===== src/rtl/out_port_uart_tx.sv =====
// Watches the processor's 32-bit out_Port, queues every new value in a small FIFO
// and sends each queued word as four UART 8N1 bytes, least-significant byte first.
module out_port_uart_tx #(
  parameter int CLK_DIV    = 434,
  parameter int FIFO_DEPTH = 4
) (
  input  logic                          clk,
  input  logic                          rst,
  input  logic [31:0]                   port_data,
  output logic                          tx,
  output logic                          busy,
  output logic [$clog2(FIFO_DEPTH):0]   fifo_count,
  output logic                          overflow,
  output logic [1:0]                    dbg_state
);

  localparam int BW = $clog2(CLK_DIV);
  localparam int PW = $clog2(FIFO_DEPTH);
  localparam int CW = PW + 1;
  localparam logic [BW-1:0] BAUD_LAST = BW'(CLK_DIV - 1);
  localparam logic [CW-1:0] COUNT_FULL = CW'(FIFO_DEPTH);

  typedef enum logic [1:0] {S_IDLE, S_START, S_DATA, S_STOP} state_t;

  state_t          r_state;
  logic [BW-1:0]   r_baud;
  logic [2:0]      r_bit;
  logic [1:0]      r_byte;
  logic [31:0]     r_shift;
  logic            r_tx;

  logic [31:0]     r_last;
  logic [31:0]     r_mem [FIFO_DEPTH];
  logic [PW-1:0]   r_wr_ptr;
  logic [PW-1:0]   r_rd_ptr;
  logic [CW-1:0]   r_count;
  logic            r_overflow;

  state_t          w_state_next;
  logic [BW-1:0]   w_baud_next;
  logic [2:0]      w_bit_next;
  logic [1:0]      w_byte_next;
  logic [31:0]     w_shift_next;
  logic            w_tx_next;
  logic            w_pop;
  logic            w_bit_end;
  logic [2:0]      w_bit_inc;
  logic [7:0]      w_shift_byte;
  logic            w_change;
  logic            w_full;
  logic            w_push;

  assign w_bit_end    = (r_baud == BAUD_LAST);
  assign w_bit_inc    = r_bit + 3'd1;
  assign w_shift_byte = r_shift[7:0];

  // A pop on the same edge frees a slot, so a change arriving while full is still accepted.
  assign w_change = (port_data != r_last);
  assign w_full   = (r_count == COUNT_FULL);
  assign w_push   = w_change && (!w_full || w_pop);

  always_comb begin
    w_state_next = r_state;
    w_baud_next  = r_baud;
    w_bit_next   = r_bit;
    w_byte_next  = r_byte;
    w_shift_next = r_shift;
    w_tx_next    = r_tx;
    w_pop        = 1'b0;
    case (r_state)
      S_IDLE: begin
        w_tx_next = 1'b1;
        if (r_count != '0) begin
          w_pop        = 1'b1;
          w_shift_next = r_mem[r_rd_ptr];
          w_byte_next  = 2'd0;
          w_baud_next  = '0;
          w_tx_next    = 1'b0;
          w_state_next = S_START;
        end
      end
      S_START: begin
        if (w_bit_end) begin
          w_baud_next  = '0;
          w_bit_next   = 3'd0;
          w_tx_next    = w_shift_byte[0];
          w_state_next = S_DATA;
        end else begin
          w_baud_next = r_baud + BW'(1);
        end
      end
      S_DATA: begin
        if (w_bit_end) begin
          w_baud_next = '0;
          if (r_bit == 3'd7) begin
            w_tx_next    = 1'b1;
            w_state_next = S_STOP;
          end else begin
            w_bit_next = w_bit_inc;
            w_tx_next  = w_shift_byte[w_bit_inc];
          end
        end else begin
          w_baud_next = r_baud + BW'(1);
        end
      end
      S_STOP: begin
        if (w_bit_end) begin
          w_baud_next = '0;
          if (r_byte == 2'd3) begin
            w_tx_next    = 1'b1;
            w_state_next = S_IDLE;
          end else begin
            w_byte_next  = r_byte + 2'd1;
            w_shift_next = {8'h00, r_shift[31:8]};
            w_tx_next    = 1'b0;
            w_state_next = S_START;
          end
        end else begin
          w_baud_next = r_baud + BW'(1);
        end
      end
      default: begin
        w_tx_next    = 1'b1;
        w_state_next = S_IDLE;
      end
    endcase
  end

  always_ff @(posedge clk or posedge rst) begin
    if (rst) begin
      r_state <= S_IDLE;
      r_baud  <= '0;
      r_bit   <= 3'd0;
      r_byte  <= 2'd0;
      r_shift <= 32'd0;
      r_tx    <= 1'b1;
    end else begin
      r_state <= w_state_next;
      r_baud  <= w_baud_next;
      r_bit   <= w_bit_next;
      r_byte  <= w_byte_next;
      r_shift <= w_shift_next;
      r_tx    <= w_tx_next;
    end
  end

  // The shadow follows the port even when the word is dropped, so a held value is sent at most once.
  always_ff @(posedge clk or posedge rst) begin
    if (rst) begin
      r_last     <= 32'd0;
      r_wr_ptr   <= '0;
      r_rd_ptr   <= '0;
      r_count    <= '0;
      r_overflow <= 1'b0;
    end else begin
      r_last <= port_data;
      if (w_push) r_wr_ptr <= r_wr_ptr + PW'(1);
      if (w_pop)  r_rd_ptr <= r_rd_ptr + PW'(1);
      case ({w_push, w_pop})
        2'b10:   r_count <= r_count + CW'(1);
        2'b01:   r_count <= r_count - CW'(1);
        default: r_count <= r_count;
      endcase
      if (w_change && !w_push) r_overflow <= 1'b1;
    end
  end

  always_ff @(posedge clk) begin
    if (w_push) r_mem[r_wr_ptr] <= port_data;
  end

  assign tx         = r_tx;
  assign busy       = (r_state != S_IDLE);
  assign fifo_count = r_count;
  assign overflow   = r_overflow;
  assign dbg_state  = r_state;

endmodule


===== config.mk =====
export PLATFORM = sky130hd
export DESIGN_NAME = out_port_uart_tx
export DESIGN_NICKNAME = d
export VERILOG_FILES = /design/src/rtl/out_port_uart_tx.sv
export SDC_FILE = /design/constraint.sdc
export NUM_CORES = 1
export LEC_CHECK = 0
export ABC_CLOCK_PERIOD_IN_PS = 2600
export BUFFER_PORTS_ARGS = -buffer_cell sky130_fd_sc_hd__buf_4
export CORE_MARGIN = 3
export CORE_UTILIZATION = 35
export DETAILED_ROUTE_END_ITERATION = 8
export PLACE_DENSITY_LB_ADDON = 0.08
export SLEW_MARGIN = 20
export SYNTH_ARGS = -nofsm -noshare
export SYNTH_HDL_FRONTEND = slang
export SYNTH_SLANG_ARGS = --single-unit

===== constraint.sdc =====
create_clock -name clk -period 2.6 [get_ports clk]
set_clock_uncertainty 0.05 [all_clocks]
set_input_delay 0.13 -clock clk [delete_from_list [all_inputs] [get_ports clk]]
set_output_delay 0.13 -clock clk [all_outputs]
set_load 0.02 [all_outputs]

=== After elaboration in Yosys (flattened, before gate mapping) ===
Memory sizes are Yosys's and may differ from the RTL's.
Cells that the tools add are included.

* Memories kept: 1
* Register bits after elaboration: 89
* Memory bits (writable): 128
* Latch bits: 0
* Memory bits (read-only): 0

* Multipliers: 0
* Shift-type cells: 0
* Reduce and logical (&&, ||, !) cells: 16
* Equality and inequality tests: 17
* Bitwise operators: 0
* Magnitude comparators: 1
* Divide/modulo/power cells: 0
* Multiplexer cells: 36
* Add/sub/neg operators: 7

{| class="wikitable"
|+ Memories
! name !! depth !! width !! read ports !! clocked after memory_dff !! wr ports !! RTL line !! text
|-
| r_mem || 4 || 32 || 1 || 0 || 1 || 33 || <nowiki>logic [31:0] r_mem [FIFO_DEPTH];</nowiki>
|}

{| class="wikitable"
|+ Operators with widths
! kind !! count
|-
| 32-bit 2-to-1 mux || 3
|-
| 32-bit one-hot mux with 2 select lines || 1
|-
| 32-bit != test || 1
|-
| 9-bit 2-to-1 mux || 2
|-
| 9-bit one-hot mux with 2 select lines || 1
|-
| 2-bit 2-to-1 mux || 8
|-
| 2-bit != test (second input constant) || 7
|-
| 1-bit 2-to-1 mux || 12
|-
| 3-bit one-hot mux with 2 select lines || 2
|-
| 9-bit by 1-bit adder with 9-bit output (second input constant) || 1
|-
| 9-bit == test (second input constant) || 1
|-
| 3-bit 2-to-1 mux || 3
|-
| 2-bit == test (second input constant) || 4
|-
| 2-bit one-hot mux with 4 select lines || 1
|-
| 4-bit AND reduction || 2
|-
| 2-bit nonzero test || 4
|-
| 2-bit by 1-bit adder with 2-bit output (second input constant) || 3
|-
| 3-bit by 1-bit adder with 3-bit output (second input constant) || 2
|-
| 3-bit == test (second input constant) || 2
|-
| 5-bit AND reduction || 1
|-
| 2-bit by 1-bit == test with 1-bit output (second input constant) || 2
|-
| 3-bit by 4-bit less-than comparator with 1-bit output (second input constant) || 1
|-
| 1-bit one-hot mux with 4 select lines || 1
|-
| 2-bit one-hot mux with 2 select lines || 1
|-
| other kinds (9) || 11
|}

=== Longest topological paths before layout ===
Gate-level depths: netlist of run 1.

* Word-level depth: 7
* Mapped depth: 10
* Gate-level depth less buffers: 9

=== Worst setup path after synthesis of run 1 ===
OpenSTA, ideal clock, no wires.

* Path type: reg-to-reg
* Start: register r_state[0], in the netlist dbg_state[0]
* End: memory r_mem[2][0] (enable)
* Data arrival time: 2070 ps
* Setup slack: 88 ps
* Cell stages (with the launch flop): 6
* Library setup time: 392 ps
* Required time: 2158 ps
* Cells stage by stage: dfrtp_1 inv_1 ha_1 nor4b_1 a21oi_2 and2_1

* Cells in the longest elaborated chain, start to end: 6

{| class="wikitable"
|+ Ends and longest elaborated chain
! element !! RTL line !! text
|-
| from (decl) || 25 || <nowiki>state_t r_state;</nowiki>
|-
| from (signal assigned) || 138 || <nowiki>r_state <= w_state_next;</nowiki>
|-
| 2-bit zero test || 70 || <nowiki>case (r_state)</nowiki>
|-
| 1-bit 2-to-1 mux || 70 ||
|-
| 1-bit logical OR || 60 || <nowiki>assign w_push = w_change && (!w_full || w_pop);</nowiki>
|-
| 1-bit logical AND || 60 ||
|-
| 1-bit 2-to-1 mux || 169 || <nowiki>if (w_push) r_mem[r_wr_ptr] <= port_data;</nowiki>
|-
| 1-bit 2-to-1 mux (not written as such) || 169 ||
|-
| to (decl) || 33 ||
|}

No other way between the ends.

=== Worst setup path in the final report of run 1 ===
* Start: register r_last[17]
* End: register r_count[1], in the netlist fifo_count[1]

* Cells in the longest elaborated chain, start to end: 4

{| class="wikitable"
|+ Ends and longest elaborated chain
! element !! RTL line !! text
|-
| from (decl) || 32 || <nowiki>logic [31:0] r_last;</nowiki>
|-
| from (signal assigned) || 156 || <nowiki>r_last <= port_data;</nowiki>
|-
| 32-bit != test (*) || 58 || <nowiki>assign w_change = (port_data != r_last);</nowiki>
|-
| 1-bit logical AND (*) || 60 ||
|-
| 2-bit by 1-bit == test with 1-bit output or 2-bit == test (tied branches) || 159 || <nowiki>case ({w_push, w_pop})</nowiki>
|-
| 3-bit one-hot mux with 2 select lines or 2-bit nonzero test (tied branches) || n/a ||
|-
| to (signal assigned) || 160 || <nowiki>2'b10: r_count <= r_count + CW'(1);</nowiki>
|-
| to (signal assigned) || 161 || <nowiki>2'b01: r_count <= r_count - CW'(1);</nowiki>
|-
| to (signal assigned) || 162 || <nowiki>default: r_count <= r_count;</nowiki>
|-
| to (decl) || 36 || <nowiki>logic [CW-1:0] r_count;</nowiki>
|}

Mark *: on every way between the ends. The rest lies on a longest branch, timed or not.
A chain may end at the register's enable or synchronous reset.

==> metrics.txt, run 1 <==
run status=complete, no violations; initial antenna violation count=0; share of post-route cells with drive strength above 1=23.9%; Netlist cell types=45; WL/cell=18.9 um; Final Cell Area=0.0108 mm^2; Initial Util=35.8%; unrepaired setup endpoints after global routing=false; Arrival @ worst endpoint=roughly 2.8 ns; Post-synth top cells=edfxtp_1 (128), dfrtp_1 (88), nand2_1 (62), xnor2_1 (36), mux4_2 (34); Die X=164 um; r2r startpoint=r_last[17]$_DFF_PP0_; final std cells w/o fill=978; CP delay by family, top=simple AND/OR/NAND/NOR gates; worst-path cell chain=xnor2_2 > nand4_1 > nor4_4 > buf_4 > nand2_1 > nor2_1 > fa_1 > mux2_2; num rows=57; root buffer cell=clkbuf_16; delay of the slowest critical-path stage=0.42 ns; Worst-path clk slew=approximately 0.060 ns; GRT overflow=0; placed inst area=0.00957 mm^2; Num CTS Buffers=24; Avg Vias per Cell=between 4 and 5; Ys Warns=0; Crit path buffers/inverters=1; Avg Inst Size Synth=16.3 um^2; Detailed Place HPWL=11.8 mm; VDD IR max=0.486 mV; R2R Setup Slk=0.17 ns; Synth Flop Type=edfxtp_1; Final ANT Viol Nets=0; GRT Resource Usage Total=14.5%; Worst Setup SP=r_last[17]$_DFF_PP0_; Final Hold Fails=0; CTS tree=done; Max Freq=412 MHz; Leakage Power=4.07 nW; fill count=2188; critical path data required time=between 2 and 3 ns; Mapped Area=0.00872 mm^2; Design Power=8.87 mW; drt first pass iters=4; Area growth syn-to-layout=24.1%; DR vias=4631; Area contributors post-synth=edfxtp_1 (44%), dfrtp_1 (25%), mux4_2 (8.8%), xnor2_1 (3.6%), mux2i_1 (2.9%); final worst path period share=93.4%; DRT Wirelength=18.4 mm; htree depth=1; Crit Path Category=flip-flop to flip-flop; Yosys top cell by area=edfxtp_1; Final Net Count=just under 700; final hold slack=about 0.20 ns; critical-path maximum fanout=3; Yosys top cell area share=44.1%; worst r2r dst=fifo_count[1]$_DFFE_PP0P_; vias in the first global route=between 4000 and 5000; GPL Wtd Cong=approximately 0.73; # port buffers=41; Setup WS pre-CTS=-0.126 ns; final slew viol count=0; Final Setup Violations=0; Power Dens Cells=819 mW/mm^2; Worst path depth=8; CP endpoint=fifo_count[1]$_DFFE_PP0P_; Syn Nets=between 500 and 600; fin crit period=approximately 2.4 ns; min setup slack post-route=0.173 ns; Top Ports=42; Hold WC Path Type=input port to asynchronous set/reset pin; Placed Cells=902; crit path max-delay cell type=fa_1; Worst-Margin Slew=between 0.6 and 0.7 ns; ys async rst share=41.0%; utilization after layout=44.4%; Clock Path Buffers=3; Yosys reg bits=between 200 and 250; CTS Sinks=217; die area=between 0.02 and 0.03 mm^2; n_diodes=0; CP Capture Type=flip-flop; first-pass GRT wire length=29.5 mm; Max-Cap Viols=0; die height=between 150 and 200 um; reg2reg path depth=8; Post-synth EDFFs=128; relative slew slack=58.9%; DRC violations left=0; setup TNS=0 ns; drt initial violations=200; clk_lat worst skew=0.53 ns; total core area=0.0244 mm^2; cells after synthesis=536; largest net degree at the start of global routing=59; sequential share of the synthesized area=approximately 70%; count leader, synth=edfxtp_1; crit path launch type=flip-flop
power by group:
group	leakage (nW)	total, mW	switching (mW)	internal (mW)
combinational	1.45	1.10	0.523	0.574
clock	0.437	3.74	1.34	2.40
sequential	2.19	4.03	0.167	3.87
total	4.07	8.87	2.03	6.84
worst min-delay path by stage:
stage / from / to / cells after the start
floorplan: port_data[0] / r_last[0]$_DFF_PP0_ / 0
global placement: rst / r_baud[2]$_DFFE_PP0P_ / 2
detailed placement: rst / r_baud[3]$_DFFE_PP0P_ / 2
CTS: rst / r_baud[8]$_DFFE_PP0P_ / 3
global route: port_data[9] / r_last[9]$_DFF_PP0_ / 2
finish: rst / r_baud[3]$_DFFE_PP0P_ / 3
registers in the layout (all words and copies together), names as in the netlist, 3 cells and up:
name,flops
r_mem,128
r_last,32
r_shift,32
r_baud,9
fifo_count,3
r_bit,3
cell type report:
| type | instances | area, um^2 | area share [%] |
|---|---|---|---|
| repair buffers | 96 | 878 | 8.11 |
| clock buffers | 30 | 663 | 6.12 |
| inverters | 7 | 28.8 | 0.266 |
| flip-flops and latches | 217 | 6070 | 56.1 |
| well taps | 324 | 405 | 3.74 |
| clock inverters | 13 | 235 | 2.17 |
| multi-input cells | 291 | 2550 | 23.5 |
routing by layer:
layer | global-route usage (%) | part of all wire [%] | up-vias
li1 | - | - | 2208
met1 | 18.5 | 44 | 2333
met2 | 25.5 | 51 | 66
met3 | 2.80 | 3.5 | 24
met4 | 3.34 | 1.8 | 0
met5 | 0 | 0 | -
worst reg2reg max path, delay by kind of cell (launching register included):
family	cells	cell delay, ns
flops	1	0.40
simple gates	4	0.77
xor+xnor	1	0.21
buf+inv	1	0.18
fa+ha+maj	1	0.42
mux	1	0.27
cell families (layout without fill, tap and decap cells):
logic type | after synthesis | count (layout) | share of synthesized area [%]
DFF | 217 | 217 | 69.6
muxes | 63 | 63 | 12.2
buffers and inverters | 28 | 146 | 1.63
xor gates and xnor gates | 39 | 39 | 4.00
and+or+nand+nor | 118 | 118 | 6.58
AOI/OAI and AO/OA | 56 | 56 | 3.79
adders and majority gates | 15 | 15 | 2.24
layout by cell type, fill, tap and decap left out, types with 2 or more instances in the layout:
cell type,n
edfxtp_1,128
dfrtp_1,87
nand2_1,62
buf_4,57
xnor2_1,34
mux4_2,34
dlygate4sd3_1,33
o21ai_0,30
mux2i_1,25
clkbuf_16,24
nor2_1,13
ha_1,13
o21ai_1,11
nand3b_1,9
nand4_1,8
inv_1,6
bufinv_16,6
buf_12,6
nand3_1,4
mux2_2,4
and2_2,4
clkbuf_8,4
clkinv_1,4
xnor2_2,3
a21o_1,3
a22o_1,3
and3_1,3
o31ai_1,3
and2_1,2
a221oi_1,2
xor2_1,2
clkinv_2,2
clkbuf_1,2
timing repair:
| item | in CTS | in global routing |
|---|---|---|
| endpoints found under the hold margin | 200 | 0 |
| gates resized for setup | 2 | 2 |
| pin swaps | 0 | 2 |
| hold buffers | 33 | 0 |
| endpoints found under the setup margin | 2 | 1 |
| buffers inserted | 0 | 0 |
(Power assumes the default switching activity.)
==> run 2: changes to the inputs <==
PLACE_DENSITY_LB_ADDON = 0.15   (was 0.08)
==> run 2 against run 1 <==
  * Final area shrank 0.73%
  * Highest routed layer unchanged
  * Largest cell class unchanged
  * Sequential power about the same
  * Clock power fell by 7.5%
  * Sequential cell count is the same
==> metrics.txt, run 2 (same netlist as run 1, synthesis figures left out) <==
run status=complete, no violations; Die X=164 um (unchanged); Clock Path Buffers=3 (unchanged); Biggest register=r_mem; GR met3 Demand/Resource=2.45% (-0.35 points); htree depth=1 (unchanged); setup bufs post-CTS=0 (unchanged); largest net degree at the start of global routing=59 (unchanged); root buffer cell=clkbuf_16; first-pass GRT wire length=28.5 mm (-3.5%); Worst-Margin Slew=0.718 ns (+0.101 ns); Max Freq=429 MHz (+4.2%); GRT overflow=0 (unchanged); Num CTS Buffers=25 (+4.2%); final slew viol count=0 (unchanged); WL/cell=18.1 um (-3.7%); Avg Vias per Cell=4.75 (+0.35%); most used routing layer=met2; Arrival @ worst endpoint=2.68 ns (-0.10 ns); drt initial violations=244 (+22%); final hold slack=0.201 ns (+0.00321 ns); CTS Sinks=217 (unchanged); CTS tree=done; CP Capture Type=flip-flop; Hold WC Path Type=input port to asynchronous set/reset pin; relative slew slack=52.2% (-6.7 points); Initial Util=35.8% (unchanged); Crit Path Category=flip-flop to flip-flop; Detailed Place HPWL=11.4 mm (-3.2%); Final Net Count=688 (+0.29%); Area growth syn-to-layout=23.2%; M2 GR Usage=23.2% (-2.3 points); crit path launch type=flip-flop; most frequent cells in the layout=edfxtp_1 (128), dfrtp_1 (87), nand2_1 (62); DR vias=4666 (+0.76%); Power Dens Cells=801 mW/mm^2 (-2.2%); num rows=57 (unchanged); Top Ports=42 (unchanged); final worst path period share=89.6% (-3.7 points); critical path data required time=2.95 ns (about the same); Worst-path clk slew=0.06 ns (about the same); DRT Wirelength=17.8 mm (-3.3%); biggest regs=r_mem: 128 flops, r_last: 32 flops, r_shift: 32 flops; Leakage Power=4.03 nW (-1.1%); die area=0.0269 mm^2 (unchanged); setup TNS=0 ns (unchanged); drt first pass iters=5 (+1); unrepaired setup endpoints after global routing=false; GR met1 Demand/Resource=18.9% (+0.30 points); Final ANT Viol Nets=0 (unchanged); Final Hold Fails=0 (unchanged); total core area=0.0244 mm^2 (unchanged); # port buffers=41 (unchanged); VDD IR max=0.523 mV (+7.7%); GRT Resource Usage Total=13.8% (-0.65 points); n_diodes=0 (unchanged); Final Setup Violations=0 (unchanged); most common cell after layout, fill and taps aside=edfxtp_1; max reg flops=128 (unchanged); initial antenna violation count=0 (unchanged); GPL Wtd Cong=0.740 (+0.97%); share of post-route cells with drive strength above 1=23.4% (-0.45 points); critical-path maximum fanout=2 (-1); Max-Cap Viols=0 (unchanged); vias in the first global route=4894 (-2.1%); fin crit period=2.33 ns (-0.0968 ns); DRC violations left=0 (unchanged); die height=164 um (unchanged); clk_lat worst skew=0.53 ns (about the same)
[run 2: worst max-delay path: stages, from the launching register on]
cell and delay, ns:
dfrtp_1 0.37, xnor2_1 0.20, nand4_1 0.18, nor4_1 0.30, buf_4 0.18, nand2_1 0.07
nor2_1 0.16, fa_1 0.42, mux2_2 0.27
[run 2: what timing repair did]
action                                  CTS  global route
hold buffers                             33             0
endpoints found under the hold margin   205             0
endpoints found under the setup margin    0             1
gates resized for setup                   0             1
[run 2: through the flow]
stage / power [mW] / setup slack (ns) / util (%) / cell area (um^2) / std cells
floorplan: 4.78 / 0.0881 / - / 8720 / 536
global placement: 5.19 / 0.174 / 39.3 / 9590 / 903
detailed placement: 5.22 / 0.119 / 39.3 / 9590 / 903
CTS: 8.76 / 0.0757 / 44.1 / 10700 / 982
global route: 9.03 / 0.0696 / 44.1 / 10800 / 982
finish: 8.61 / 0.270 / 44.1 / 10800 / 982
[run 2: area by class of cell]
class / count / area (um^2)
Clock buffer: 33 / 697
Multi-Input combinational cell: 291 / 2520
Fill cell: 2206 / 13600
Tap cell: 324 / 405
Sequential cell: 217 / 6070
Timing Repair Buffer: 97 / 898
Inverter: 7 / 28.8
Clock inverter: 13 / 131
[run 2: routing by layer]
metal / vias up / routed length, um
li1: 2201 / -
met1: 2352 / 7830
met2: 89 / 8820
met3: 24 / 831
met4: 0 / 344
met5: - / 0
[run 2: path summary, 6_finish.rpt]
| path | cells after the start | slack, ns | startpoint | to |
|---|---|---|---|---|
| setup / recovery | 8 | 0.27 | r_last[29]$_DFF_PP0_ | fifo_count[1]$_DFFE_PP0P_ |
| hold / removal | 3 | 0.20 | rst | r_baud[7]$_DFFE_PP0P_ |
| setup reg to reg | 8 | 0.27 | r_last[29]$_DFF_PP0_ | fifo_count[1]$_DFFE_PP0P_ |
| hold reg to reg | 2 | 0.43 | r_shift[24]$_DFFE_PP0P_ | r_shift[24]$_DFFE_PP0P_ |
| max in group asynchronous | 4 | 1.60 | rst | r_shift[14]$_DFFE_PP0P_ |
| min in group clk | 2 | 0.24 | port_data[26] | r_last[26]$_DFF_PP0_ |
[run 2: power breakdown]
part	switching (mW)	internal (mW)	total (mW)	leakage (nW)
clock	1.37	2.09	3.46	0.412
sequential	0.184	3.87	4.05	2.19
combinational	0.494	0.602	1.10	1.43
total	2.05	6.56	8.61	4.03
==> run 3: changes to the inputs <==
ABC_AREA = 1   (was default)
==> run 3 against run 2 <==
  * Clock power decreased by 5.8%
  * Setup slack improved by 0.063 ns
  * Synthesized cell count up 43%
  * Fmax rose by 2.8%
  * Area after synthesis grew 4.6%
  * Sequential power shrank 8.9%
  * Sequential share of layout area fell by 1.1 points
  * Critical path depth grew 1
  * Highest routed layer unchanged
==> metrics.txt, run 3 <==
GRT overflow=0 (unchanged); # port buffers=41 (unchanged); reg2reg path depth=9 (+1); Detailed Place HPWL=12.6 mm (+11%); share of post-route cells with drive strength above 1=17.9% (-5.5 points); combinational share of power=3.1% (-9.6 points); final worst path period share=87.2% (-2.4 points); die height=167 um (+2.2%); CP most frequent cell=nand2_1; critical-path maximum fanout=32 (+30); vias in the first global route=5807 (+19%); crit path launch type=flip-flop; GPL Wtd Cong=0.763 (+3.1%); Post-synth EDFFs=128 (unchanged); setup TNS=0 ns (unchanged); CTS tree=done; htree depth=1 (unchanged); Max-Cap Viols=0 (unchanged); Crit path buffers/inverters=1 (unchanged); Leakage Power=4.17 nW (+3.5%); utilization after layout=43.2% (-0.90 points); final slew viol count=0 (unchanged); Initial Util=35.9% (+0.16 points); critical path data required time=2.80 ns (-0.15 ns); Flop pwr share=51.5% (+4.5 points); WHS Endpoint=r_last[30]$_DFF_PP0_; r2r startpoint=r_last[24]$_DFF_PP0_; relative slew slack=49.2% (-3.0 points); Netlist cell types=38 (-16%); R2R Setup Slk=0.33 ns (+0.06 ns); Syn Nets=816 (+39%); initial antenna violation count=0 (unchanged); Avg Vias per Cell=4.81 (+1.3%); Die X=167 um (+2.2%); fin crit period=2.27 ns (-0.0634 ns); DRT Wirelength=21.0 mm (+18%); most common cell after layout, fill and taps aside=nand2_1; drt initial violations=255 (+4.5%); VDD IR max=0.482 mV (-7.9%); DRC violations left=0 (unchanged); Avg Inst Size Synth=11.9 um^2 (-27%); Top Ports=42 (unchanged); worst r2r dst=r_mem[2][28]$_DFFE_PP_; Mapped Area=0.00913 mm^2 (+4.6%); first-pass GRT wire length=32.9 mm (+16%); Num CTS Buffers=25 (unchanged); Ys Warns=0 (unchanged); Final ANT Viol Nets=0 (unchanged); Design Power=7.17 mW (-17%); Power Dens Cells=654 mW/mm^2 (-18%); largest net degree at the start of global routing=53 (-10%); number of gates resized after cts=0 (unchanged); num rows=58 (+1.8%); cells after synthesis=767 (+43%); GRT Resource Usage Total=14.9% (+1.0 points); die area=0.0280 mm^2 (+4.4%); count leader, synth=nand2_1; max reg flops=128 (unchanged); clk_lat worst skew=0.53 ns (about the same); Worst-path clk slew=0.06 ns (about the same); worst-path cell chain=xnor2_1 > nand2_1 > nor2_1 > nand2_1 > nor2_1 > nand2_1 > nand2_2 > nor2_4 > buf_12; CP Capture Type=flip-flop; CP delay by family, top=simple AND/OR/NAND/NOR gates; CTS Sinks=217 (unchanged); Clock Path Buffers=3 (unchanged); Clock power frac=45.4% (+5.2 points); sw frac=20.4% (-3.4 points); ys async rst share=41.0% (unchanged); internal cell power=5.71 mW (-13%); Max Freq=441 MHz (+2.8%); biggest regs=r_mem: 128 flops, r_last: 32 flops, r_shift: 32 flops; Final Hold Fails=0 (unchanged); switching pwr=1.46 mW (-29%); Crit Path Category=flip-flop to flip-flop; Yosys reg bits=217 (unchanged); sequential share of the synthesized area=66.5% (-3.1 points); Synth Flop Type=edfxtp_1; unrepaired setup endpoints after global routing=false; total core area=0.0254 mm^2 (+4.1%); worst hold start=port_data[30]; Final Setup Violations=0 (unchanged); Area growth syn-to-layout=20.2%; WL/cell=17.5 um (-3.6%); Hold WC Path Type=input port to flip-flop; Worst Setup SP=r_last[24]$_DFF_PP0_; run status=complete, no violations; n_diodes=0 (unchanged); crit path max-delay cell type=dfrtp_1; drt first pass iters=5 (unchanged); CTS hold repair buffers=33 (unchanged); Area contributors post-synth=edfxtp_1 (42%), dfrtp_1 (24%), nand2_1 (6.1%), a21oi_1 (4.1%), a21oi_2 (3.5%); most frequent cells in the layout=nand2_1 (148), edfxtp_1 (128), dfrtp_1 (87); root buffer cell=clkbuf_16; DR vias=5767 (+24%); Arrival @ worst endpoint=2.46 ns (-0.22 ns); Post-synth top cells=nand2_1 (148), edfxtp_1 (128), dfrtp_1 (88), a21oi_1 (74), nor2_1 (60); Hold Path Depth=2; Yosys top cell area share=42.1% (-1.9 points); Biggest register=r_mem; setup bufs post-CTS=0 (unchanged); Final Net Count=898 (+31%); Yosys top cell by area=edfxtp_1; delay of the slowest critical-path stage=0.37 ns (-0.05 ns); Worst-Margin Slew=0.763 ns (+0.0449 ns)
run 3: cell count changes after synthesis, moves of 24 or more:
cell / delta
nand2_1: +86
a21oi_1: +73
nor2_1: +47
a21oi_2: +35
inv_1: +35
mux4_2: -34
mux2i_1: -25
a221o_1: +24
run 3: cell families after synthesis:
| logic type | after synthesis | share of synthesized area (%) |
|---|---|---|
| compound gates | 187 | 13.6 |
| xor+xnor | 34 | 3.26 |
| fa+ha+maj | 15 | 2.14 |
| buf+inv | 84 | 4.20 |
| flops | 217 | 66.5 |
| simple gates | 230 | 10.3 |
run 3: how the worst max path moves through the flow:
stage | to | slack (ns) | cells after the start
floorplan | r_mem[0][0]$_DFFE_PP_ | -0.46 | 6
global placement | r_mem[2][18]$_DFFE_PP_ | 0.34 | 9
detailed placement | fifo_count[1]$_DFFE_PP0P_ | 0.33 | 12
CTS | fifo_count[1]$_DFFE_PP0P_ | 0.30 | 12
global route | fifo_count[2]$_DFFE_PP0P_ | 0.14 | 12
finish | r_mem[2][28]$_DFFE_PP_ | 0.33 | 9
run 3: cell type report:
type / instances / area (um^2)
clock buffer: 39 / 728
clock inverter: 7 / 43.8
fill: 2374 / 14400
inverter: 52 / 209
multi-input combinational: 466 / 2700
sequential: 217 / 6070
tap: 330 / 413
timing repair buffer: 87 / 798
run 3: power groups by stage:
stage	clock [mW]	combinational [mW]	sequential, mW
after floorplan	0	0.0763	3.76
after global placement	0	0.187	3.76
after detailed placement	0	0.191	3.76
after CTS	3.36	0.231	3.69
after global routing	3.51	0.248	3.69
final	3.26	0.223	3.69
run 3: through the flow:
stage	setup slack (ns)	hold slack, ns	instances	cell area (um^2)
global route	0.136	0.240	1198	11000
finish	0.333	0.243	1198	11000
CTS	0.301	0.225	1198	11000
floorplan	-0.456	0.111	767	9130
global placement	0.342	0.235	1119	9870
detailed placement	0.335	0.241	1119	9870
run 3: layer usage:
metal,track usage (%),wire length (um)
met1,20.6,9600
met2,24.9,10200
met3,2.29,761
met4,3.49,365
met5,0,0
